===== src/rtl/io_stream_port_pkg.sv =====
// Shared definitions for the I/O stream port: register offsets and bit positions.
package io_stream_port_pkg;

   localparam int unsigned NUM_REGS = 6;

   localparam logic [2:0] OFF_TXDATA = 3'd0;
   localparam logic [2:0] OFF_RXDATA = 3'd1;
   localparam logic [2:0] OFF_STATUS = 3'd2;
   localparam logic [2:0] OFF_CTRL   = 3'd3;
   localparam logic [2:0] OFF_TXCNT  = 3'd4;
   localparam logic [2:0] OFF_RXCNT  = 3'd5;

   localparam int unsigned ST_TX_FULL  = 0;
   localparam int unsigned ST_TX_EMPTY = 1;
   localparam int unsigned ST_RX_FULL  = 2;
   localparam int unsigned ST_RX_EMPTY = 3;
   localparam int unsigned ST_TX_OVF   = 4;
   localparam int unsigned ST_RX_UNF   = 5;
   localparam int unsigned ST_LOOP     = 6;

   localparam int unsigned CTRL_RX_IE = 0;
   localparam int unsigned CTRL_TX_IE = 1;
   localparam int unsigned CTRL_LOOP  = 2;
   localparam int unsigned CTRL_W     = 3;

endpackage


===== src/rtl/io_stream_port_sync_fifo.sv =====
// First-word-fall-through synchronous FIFO with occupancy count.
// A pop on an empty FIFO is ignored; a push on a full FIFO only lands when a pop frees the slot in the same cycle.
module sync_fifo #(
   parameter int unsigned DATA_W = 8,
   parameter int unsigned DEPTH  = 8,
   localparam int unsigned PTR_W = $clog2(DEPTH),
   localparam int unsigned CNT_W = $clog2(DEPTH + 1)
) (
   input  logic              clk,
   input  logic              reset,
   input  logic              push,
   input  logic [DATA_W-1:0] push_data,
   input  logic              pop,
   output logic [DATA_W-1:0] pop_data,
   output logic              full,
   output logic              empty,
   output logic [CNT_W-1:0]  count
);

   logic [DATA_W-1:0] mem_q [DEPTH];
   logic [DATA_W-1:0] mem_d [DEPTH];
   logic [PTR_W-1:0]  wr_ptr_q, wr_ptr_d;
   logic [PTR_W-1:0]  rd_ptr_q, rd_ptr_d;
   logic [CNT_W-1:0]  count_q, count_d;
   logic              push_ok;
   logic              pop_ok;

   assign full     = (count_q == CNT_W'(DEPTH));
   assign empty    = (count_q == '0);
   assign count    = count_q;
   assign pop_data = empty ? '0 : mem_q[rd_ptr_q];

   // Next-state for storage, pointers and occupancy; pointers wrap naturally since DEPTH is a power of two.
   always_comb begin
      pop_ok   = pop & ~empty;
      push_ok  = push & (~full | pop_ok);
      mem_d    = mem_q;
      wr_ptr_d = wr_ptr_q;
      rd_ptr_d = rd_ptr_q;
      count_d  = count_q;
      if (push_ok) begin
         mem_d[wr_ptr_q] = push_data;
         wr_ptr_d        = wr_ptr_q + PTR_W'(1);
      end
      if (pop_ok) begin
         rd_ptr_d = rd_ptr_q + PTR_W'(1);
      end
      case ({push_ok, pop_ok})
         2'b10:   count_d = count_q + CNT_W'(1);
         2'b01:   count_d = count_q - CNT_W'(1);
         default: count_d = count_q;
      endcase
   end

   // State registers; reset clears contents so nothing from before reset can reappear.
   always_ff @(posedge clk or posedge reset) begin
      if (reset) begin
         for (int i = 0; i < int'(DEPTH); i++) begin
            mem_q[i] <= '0;
         end
         wr_ptr_q <= '0;
         rd_ptr_q <= '0;
         count_q  <= '0;
      end else begin
         mem_q    <= mem_d;
         wr_ptr_q <= wr_ptr_d;
         rd_ptr_q <= rd_ptr_d;
         count_q  <= count_d;
      end
   end

endmodule


===== src/rtl/io_stream_port.sv =====
// Memory-mapped I/O port: CPU writes feed a TX stream, an RX stream feeds CPU reads,
// with status/control registers, sticky error flags, a level interrupt and internal loopback.
module io_stream_port
   import io_stream_port_pkg::*;
#(
   parameter int unsigned DATA_W   = 8,
   parameter int unsigned ADDR_W   = 8,
   parameter logic [ADDR_W-1:0] BASE_ADDR = '0,
   parameter int unsigned TX_DEPTH = 8,
   parameter int unsigned RX_DEPTH = 8
) (
   input  logic              clk,
   input  logic              reset,
   input  logic              io_sel,
   input  logic              io_stb,
   input  logic              io_we,
   input  logic              io_oe,
   input  logic [ADDR_W-1:0] io_addr,
   input  logic [DATA_W-1:0] io_wdata,
   output logic [DATA_W-1:0] io_rdata,
   output logic              io_drive,
   output logic [DATA_W-1:0] tx_data,
   output logic              tx_valid,
   input  logic              tx_ready,
   input  logic [DATA_W-1:0] rx_data,
   input  logic              rx_valid,
   output logic              rx_ready,
   output logic              irq,
   output logic              bad_access
);

   localparam int unsigned TX_CNT_W = $clog2(TX_DEPTH + 1);
   localparam int unsigned RX_CNT_W = $clog2(RX_DEPTH + 1);

   logic              acc, wr_acc, rd_acc;
   logic [ADDR_W-1:0] off;
   logic              mapped;
   logic [2:0]        reg_idx;
   logic              hit_txdata, hit_rxdata, hit_status, hit_ctrl;

   logic              tx_push, tx_pop, tx_full, tx_empty;
   logic [DATA_W-1:0] tx_head;
   logic [TX_CNT_W-1:0] tx_count;
   logic              rx_push, rx_pop, rx_full, rx_empty;
   logic [DATA_W-1:0] rx_head, rx_push_data;
   logic [RX_CNT_W-1:0] rx_count;

   logic              loop_en, loop_move;
   logic              tx_ovf_set, rx_unf_set;
   logic [DATA_W-1:0] rdata_mux;

   logic [CTRL_W-1:0] ctrl_q, ctrl_d;
   logic              tx_ovf_q, tx_ovf_d;
   logic              rx_unf_q, rx_unf_d;
   logic              irq_q, irq_d;
   logic              bad_access_q, bad_access_d;

   // Upper write-data bits have no register behind them.
   logic              unused_wdata;
   assign unused_wdata = ^io_wdata;

   // Address decode relative to BASE_ADDR; both strobes high counts as a write.
   always_comb begin
      acc        = io_sel & io_stb & (io_we | io_oe);
      wr_acc     = acc & io_we;
      rd_acc     = acc & io_oe & ~io_we;
      off        = io_addr - BASE_ADDR;
      mapped     = (off < ADDR_W'(NUM_REGS));
      reg_idx    = off[2:0];
      hit_txdata = mapped & (reg_idx == OFF_TXDATA);
      hit_rxdata = mapped & (reg_idx == OFF_RXDATA);
      hit_status = mapped & (reg_idx == OFF_STATUS);
      hit_ctrl   = mapped & (reg_idx == OFF_CTRL);
   end

   // Stream handshakes and FIFO steering; in loopback the TX head moves straight into RX.
   always_comb begin
      loop_en      = ctrl_q[CTRL_LOOP];
      loop_move    = loop_en & ~tx_empty & ~rx_full;
      tx_valid     = ~loop_en & ~tx_empty;
      rx_ready     = ~loop_en & ~rx_full;
      tx_data      = tx_head;
      tx_push      = wr_acc & hit_txdata;
      tx_pop       = loop_en ? loop_move : (tx_valid & tx_ready);
      rx_push      = loop_en ? loop_move : (rx_valid & rx_ready);
      rx_push_data = loop_en ? tx_head : rx_data;
      rx_pop       = rd_acc & hit_rxdata & ~rx_empty;
      tx_ovf_set   = tx_push & tx_full & ~tx_pop;
      rx_unf_set   = rd_acc & hit_rxdata & rx_empty;
   end

   sync_fifo #(.DATA_W(DATA_W), .DEPTH(TX_DEPTH)) u_tx_fifo (
      .clk       (clk),
      .reset     (reset),
      .push      (tx_push),
      .push_data (io_wdata),
      .pop       (tx_pop),
      .pop_data  (tx_head),
      .full      (tx_full),
      .empty     (tx_empty),
      .count     (tx_count)
   );

   sync_fifo #(.DATA_W(DATA_W), .DEPTH(RX_DEPTH)) u_rx_fifo (
      .clk       (clk),
      .reset     (reset),
      .push      (rx_push),
      .push_data (rx_push_data),
      .pop       (rx_pop),
      .pop_data  (rx_head),
      .full      (rx_full),
      .empty     (rx_empty),
      .count     (rx_count)
   );

   // Control/sticky next state; a new error beats a same-cycle W1C. The interrupt sees fresh
   // control and sticky values, while FIFO levels contribute as of this cycle.
   always_comb begin
      ctrl_d = ctrl_q;
      if (wr_acc & hit_ctrl) begin
         ctrl_d = io_wdata[CTRL_W-1:0];
      end
      tx_ovf_d = tx_ovf_q;
      rx_unf_d = rx_unf_q;
      if (wr_acc & hit_status & io_wdata[ST_TX_OVF]) begin
         tx_ovf_d = 1'b0;
      end
      if (wr_acc & hit_status & io_wdata[ST_RX_UNF]) begin
         rx_unf_d = 1'b0;
      end
      if (tx_ovf_set) begin
         tx_ovf_d = 1'b1;
      end
      if (rx_unf_set) begin
         rx_unf_d = 1'b1;
      end
      bad_access_d = acc & ~mapped;
      irq_d = (ctrl_d[CTRL_RX_IE] & ~rx_empty) | (ctrl_d[CTRL_TX_IE] & tx_empty) | tx_ovf_d | rx_unf_d;
   end

   // Register file state and registered irq/bad_access outputs.
   always_ff @(posedge clk or posedge reset) begin
      if (reset) begin
         ctrl_q       <= '0;
         tx_ovf_q     <= 1'b0;
         rx_unf_q     <= 1'b0;
         irq_q        <= 1'b0;
         bad_access_q <= 1'b0;
      end else begin
         ctrl_q       <= ctrl_d;
         tx_ovf_q     <= tx_ovf_d;
         rx_unf_q     <= rx_unf_d;
         irq_q        <= irq_d;
         bad_access_q <= bad_access_d;
      end
   end

   assign irq        = irq_q;
   assign bad_access = bad_access_q;

   // Combinational read mux; the bus is released during reset even if a read is in progress.
   always_comb begin
      rdata_mux = '0;
      case (reg_idx)
         OFF_RXDATA: rdata_mux = rx_head;
         OFF_STATUS: begin
            rdata_mux[ST_TX_FULL]  = tx_full;
            rdata_mux[ST_TX_EMPTY] = tx_empty;
            rdata_mux[ST_RX_FULL]  = rx_full;
            rdata_mux[ST_RX_EMPTY] = rx_empty;
            rdata_mux[ST_TX_OVF]   = tx_ovf_q;
            rdata_mux[ST_RX_UNF]   = rx_unf_q;
            rdata_mux[ST_LOOP]     = ctrl_q[CTRL_LOOP];
         end
         OFF_CTRL:   rdata_mux[CTRL_W-1:0] = ctrl_q;
         OFF_TXCNT:  rdata_mux[TX_CNT_W-1:0] = tx_count;
         OFF_RXCNT:  rdata_mux[RX_CNT_W-1:0] = rx_count;
         default:    rdata_mux = '0;
      endcase
      io_drive = rd_acc & mapped & ~reset;
      io_rdata = io_drive ? rdata_mux : '0;
   end

endmodule

===== config.mk =====
export PLATFORM = sky130hd
export DESIGN_NAME = io_stream_port
export DESIGN_NICKNAME = d
export VERILOG_FILES = /design/src/rtl/io_stream_port_pkg.sv /design/src/rtl/io_stream_port_sync_fifo.sv /design/src/rtl/io_stream_port.sv
export SDC_FILE = /design/constraint.sdc
export NUM_CORES = 1
export LEC_CHECK = 0
export ABC_AREA = 1
export CAP_MARGIN = 15
export CORE_MARGIN = 5
export CORE_UTILIZATION = 60
export DETAILED_ROUTE_END_ITERATION = 7
export PLACE_DENSITY = 0.78
export SYNTH_ARGS = -nofsm -noshare
export SYNTH_HDL_FRONTEND = slang
export SYNTH_SLANG_ARGS = --single-unit

===== constraint.sdc =====
create_clock -name clk -period 5.3 [get_ports clk]
set_clock_uncertainty 0.15 [all_clocks]
set_input_delay 0.53 -clock clk [delete_from_list [all_inputs] [get_ports clk]]
set_output_delay 0.53 -clock clk [all_outputs]
set_load 0.01 [all_outputs]

## After elaboration in Yosys (flattened, before gate mapping)

Cells that the tools add are included.

| storage, ports and cells | value |
|---|---|
| register bits | 155 |
| input bits | 32 |
| output and inout bits | 21 |
| logic and storage cells | 143 |

| cells by class | value |
|---|---|
| $add $sub $neg | 8 |
| $lt $le $gt $ge | 7 |
| eq/ne operators | 11 |
| muxes and demuxes | 29 |
| bitwise operators | 53 |
| reduce and logical (&&, ||, !) cells | 7 |

Operators with widths:

| operator | count |
|---|---|
| 64-bit bitwise mux | 2 |
| 8-bit two-way mux | 10 |
| 8-bit binary-select mux with 3-bit select | 2 |
| 8-bit demux with 3-bit select | 2 |
| 1-bit AND | 34 |
| 4-bit >= comparator (second input constant) | 4 |
| 3-bit NOT with 4-bit output | 4 |
| 4-bit one-hot mux with 2 select lines | 2 |
| 3-bit one-hot mux with 5 select lines | 1 |
| 3-bit by 1-bit adder with 3-bit output (second input constant) | 4 |
| 1-bit NOT | 9 |
| 4-bit by 1-bit adder with 4-bit output (second input constant) | 2 |
| 4-bit == test (second input constant) | 2 |
| 4-bit logical NOT | 2 |
| 4-bit by 1-bit less-than comparator with 1-bit output (second input constant) | 2 |
| 8-bit by 3-bit less-than comparator with 1-bit output (second input constant) | 1 |
| 4-bit by 1-bit subtractor with 4-bit output (second input constant) | 2 |
| 1-bit two-way mux | 7 |
| 3-bit by 2-bit == test with 1-bit output (second input constant) | 2 |
| 3-bit == test (second input constant) | 2 |
| 1-bit bitwise OR | 6 |
| 3-bit one-hot mux with 2 select lines | 1 |
| 2-bit by 1-bit == test with 1-bit output (second input constant) | 2 |
| 2-bit == test (second input constant) | 2 |
| other kinds (6) | 8 |

## Longest topological paths before layout

| logic depth | value |
|---|---|
| word-level depth | 11 |
| gate-level depth with buffers | 16 |
| gate-level depth less buffers | 16 |

## By module

A second synthesis with hierarchy kept.

| second synthesis, totals | value |
|---|---|
| cells, all modules | 997 |
| area, all modules | 8151.6 µm² |

By module, submodules not included:

| module | instances | cells each | area each (µm²) | sequential area each (µm²) |
|---|---|---|---|---|
| sync_fifo | 2 | 424 | 3643.5 | 1851.8 |
| io_stream_port | 1 | 149 | 864.6 | 175.2 |

## Worst setup path before layout

OpenSTA, ideal clock, no wires.

| timing | value |
|---|---|
| path kind | input -> output |
| start point | in reset |
| end point | out io_rdata[7] |
| data arrival time | 4162 ps |
| required time | 4620 ps |
| path slack | 458 ps |
| cell stages on the path | 3 |
| path buffers | 0 |
| path through | inv_1 -> nand2_1 -> nor2_1 |

| on the way | value |
|---|---|
| longest elaborated chain between the ends | 3 |

RTL lines:

| what | RTL line | text |
|---|---|---|
| start: declaration | io_stream_port.sv:13 | `input logic reset,` |
| 1-bit NOT | io_stream_port.sv:180 | `io_drive = rd_acc & mapped & ~reset;` |
| 1-bit AND | io_stream_port.sv:180 |  |
| 8-bit two-way mux | io_stream_port.sv:181 | `io_rdata = io_drive ? rdata_mux : '0;` |
| end: declaration | io_stream_port.sv:20 | `output logic [DATA_W-1:0] io_rdata,` |

No other way between the ends.

## Worst setup path after layout

| timing | value |
|---|---|
| start point | reg u_rx_fifo.rd_ptr_q[1] |
| end point | out io_rdata[0] |

| on the way | value |
|---|---|
| longest elaborated chain between the ends | 7 |

RTL lines:

| what | RTL line | text |
|---|---|---|
| start: declaration | io_stream_port_sync_fifo.sv:23 | `logic [PTR_W-1:0] rd_ptr_q, rd_ptr_d;` |
| start signal: assignment | io_stream_port_sync_fifo.sv:67 | `rd_ptr_q <= rd_ptr_d;` |
| 3-bit NOT with 4-bit output (not written as such) | io_stream_port_sync_fifo.sv:31 | `assign pop_data = empty ? '0 : mem_q[rd_ptr_q];` |
| 8-bit binary-select mux with 3-bit select | io_stream_port_sync_fifo.sv:31 |  |
| 8-bit two-way mux (not written as such) (2 in a row) | io_stream_port_sync_fifo.sv:31 |  |
| 8-bit two-way mux | io_stream_port_sync_fifo.sv:31 |  |
| 3-bit one-hot mux with 5 select lines | io_stream_port.sv:164 | `case (reg_idx)` |
| 8-bit two-way mux | io_stream_port.sv:181 |  |

No other way between the ends. The select of a mux whose other input is x is not followed.

==> impl_metrics.env <==
export IMPL_htreeDepth=4
export IMPL_globalRouteTotalUtil=0.292
export IMPL_async_reset_ff_frac=1.00
export IMPL_netlist_area_um2=8090
export IMPL_hold_depth=2
export IMPL_synth_flop_cell="dfrtp_1"
export IMPL_areaGrowthSynthToFinish_pct=14.8
export IMPL_cts_sinks=155
export IMPL_grt_max_degree=60
export IMPL_reg2regPathDepth=12
export IMPL_cts_buffers=17
export IMPL_ir_drop_mv=0.311
export IMPL_status="finished, final reports clean"
export IMPL_fin_crit_sh=0.737
export IMPL_fp_row_count=42
export IMPL_synth_top_area_share=0.479
export IMPL_die_area_um2=15900
export IMPL_fp_coreArea_um2=13200
export IMPL_drc_errors=0
export IMPL_min_from="u_rx_fifo.mem_q[54]$_DFFE_PP0P_"
export IMPL_synth_warnings=0
export IMPL_wl_per_cell_um=17.1
export IMPL_fp_dieW_um=126
export IMPL_min_path_type="register to register"
export IMPL_ctsResizeCount=0
export IMPL_fmax_mhz=256
export IMPL_finalSetupTns_ns=0
export IMPL_diodes=0
export IMPL_layout_drive_gt1_share=0.0522
export IMPL_tightest_slew_ns=1.02
export IMPL_wirelength_mm=22.4
export IMPL_regToRegSetupSlack_ns=1.95
export IMPL_dp_hpwl_mm=15.0
export IMPL_dr_first_iter_drc_count=886
export IMPL_synth_nets=1124
export IMPL_timing_slew_headroom=0.319
export IMPL_synth_seq_area_share=0.479
export IMPL_synth_seq_cells=155
export IMPL_grt_pass1_vias=7148
export IMPL_worstPathRequired_ns=4.62
export IMPL_syn_area_per_cell_um2=7.49
export IMPL_first_pass_iters=5
export IMPL_leakage_nw=4.56
export IMPL_post_cts_setup_buffers=0
export IMPL_synth_top_area_cell="dfrtp_1"
export IMPL_synth_edf_count=0
export IMPL_grt_overflow=0
export IMPL_path_class="register to output pin"
export IMPL_clk_pin_slew_worst_paths_ns=0.06
export IMPL_die_h_um=126
export IMPL_grt_antenna_before_repair=0
export IMPL_vias=7442
export IMPL_viasPerCell=5.70
export IMPL_drtAntennaViolNets=0
export IMPL_synthCells=1080
export IMPL_period_needed_ns=3.91
export IMPL_synth_top_cells_by_area="dfrtp_1 48%, nand2_1 15%, nand3_1 9.2%"
export IMPL_rr_startpoint="u_tx_fifo.count[0]$_DFFE_PP0P_"
export IMPL_ys_types=31
export IMPL_min_to="u_rx_fifo.mem_q[54]$_DFFE_PP0P_"
export IMPL_grt_pass1_wl_mm=36.8
export IMPL_cts_tree="yes"
export IMPL_power_total_mw=4.31
export IMPL_holdWs_ns=0.326
export IMPL_grt_setup_unrepaired="false"
export IMPL_io_buffer_count=52
export IMPL_final_setup_viol_count=0
export IMPL_postCtsHoldBufs=0
export IMPL_yosysMostFrequentCell="nand2_1"
export IMPL_r2r_end="u_tx_fifo.count[3]$_DFFE_PP0P_"
export IMPL_fin_nets=1161
export IMPL_ios=53
export IMPL_root_buffer="clkbuf_16"
export IMPL_cts_buffer_depth=2
export IMPL_worstSkewPairLatency_ns=0.43
export IMPL_place_gp_congestion=0.976
export IMPL_worstPathArrival_ns=3.23
export IMPL_timing_hold_violations_final=0
export IMPL_cp_max_fo=25
export IMPL_synth_common_cells="332 x nand2_1, 155 x dfrtp_1, 149 x nand3_1"
export IMPL_power_density_nw_per_um2=464
export IMPL_max_cap_violations=0
export IMPL_worstSetupStartpointType="register"
export IMPL_slew_violations=0
export IMPL_crit_path_end_kind="output pin"
export IMPL_start_util=0.611
## area by class of cell
class | instances | area [µm²]
multi-input combinational | 764 | 3540
clock inverter | 12 | 169
inverter | 122 | 463
tap | 176 | 220
clock buffer | 20 | 467
fill | 1129 | 3950
timing repair buffer | 57 | 558
sequential | 155 | 3880
## critical path, cell delays in order (launching register included)
cell and delay (ns):
dfrtp_1 0.91, clkinv_1 0.58, nor2_1 0.21, o21ai_0 0.10, nand3_1 0.12, nand3_1 0.14, a21oi_1 0.18, clkdlybuf4s50_1 0.56
## layer usage
layer | GRT usage | wire length [µm]
met1 | 0.417 | 9420
met2 | 0.423 | 9640
met3 | 0.0830 | 2600
met4 | 0.114 | 721
met5 | 0 | 0
## layout by cell type (no fill, tap or decap), drive strengths merged, types with 6 or more instances in the layout
cell           Yosys  final
nand2            333    333
dfrtp            155    155
nand3            149    149
inv              118    118
o21ai            109    109
nor2              94     94
clkdlybuf4s50      0     52
clkbuf            28     20
a21oi             13     13
ha                11     11
xor2              10     10
clkinv             4     10
or2                9      9
o22ai              8      8
o211ai             7      7
nand4              6      6
## sequential cells by signal (all words and copies together), names as in the netlist, 3 cells and up
name	cells
ctrl_q	3
u_rx_fifo.count	4
u_rx_fifo.mem_q	64
u_rx_fifo.rd_ptr_q	3
u_rx_fifo.wr_ptr_q	3
u_tx_fifo.count	4
u_tx_fifo.mem_q	64
u_tx_fifo.rd_ptr_q	3
u_tx_fifo.wr_ptr_q	3
## power breakdown
part	switching (mW)	internal (mW)	leakage (nW)
combinational	0.831	0.500	2.24
clock	0.491	0.822	0.312
sequential	0.209	1.46	2.01
## logic make-up after synthesis
kind of cell / count (synthesis) / share of synthesized area
and+or+nand+nor: 599 / 0.313
buffers and inverters: 161 / 0.0835
AOI/OAI and AO/OA: 140 / 0.0909
adders and majority gates: 12 / 0.0195
xor gates and xnor gates: 13 / 0.0141
DFF: 155 / 0.479
## stage by stage
step           cells  instance area [µm²]   util  setup slack [ns]
3_5_place_dp    1274                 8660  0.654              1.51
4_1_cts         1306                 9300  0.702              1.48
6_report        1306                 9300  0.702              1.39
5_1_grt         1306                 9300  0.702              1.18
3_3_place_gp    1274                 8660  0.654              1.61
2_1_floorplan   1080                 8090      -             0.423
## worst max-delay path by stage
stage	startpoint	end	cells after the start
final	u_rx_fifo.rd_ptr_q[1]$_DFFE_PP0P_	io_rdata[0]	7
after global routing	u_rx_fifo.rd_ptr_q[1]$_DFFE_PP0P_	io_rdata[0]	7
after CTS	u_rx_fifo.rd_ptr_q[1]$_DFFE_PP0P_	io_rdata[0]	7
after detailed placement	io_addr[2]	io_rdata[7]	9
after global placement	io_addr[2]	io_rdata[7]	9
after floorplan	reset	bad_access$_DFF_PP0_	1
Power figures use the tool's default switching activity.
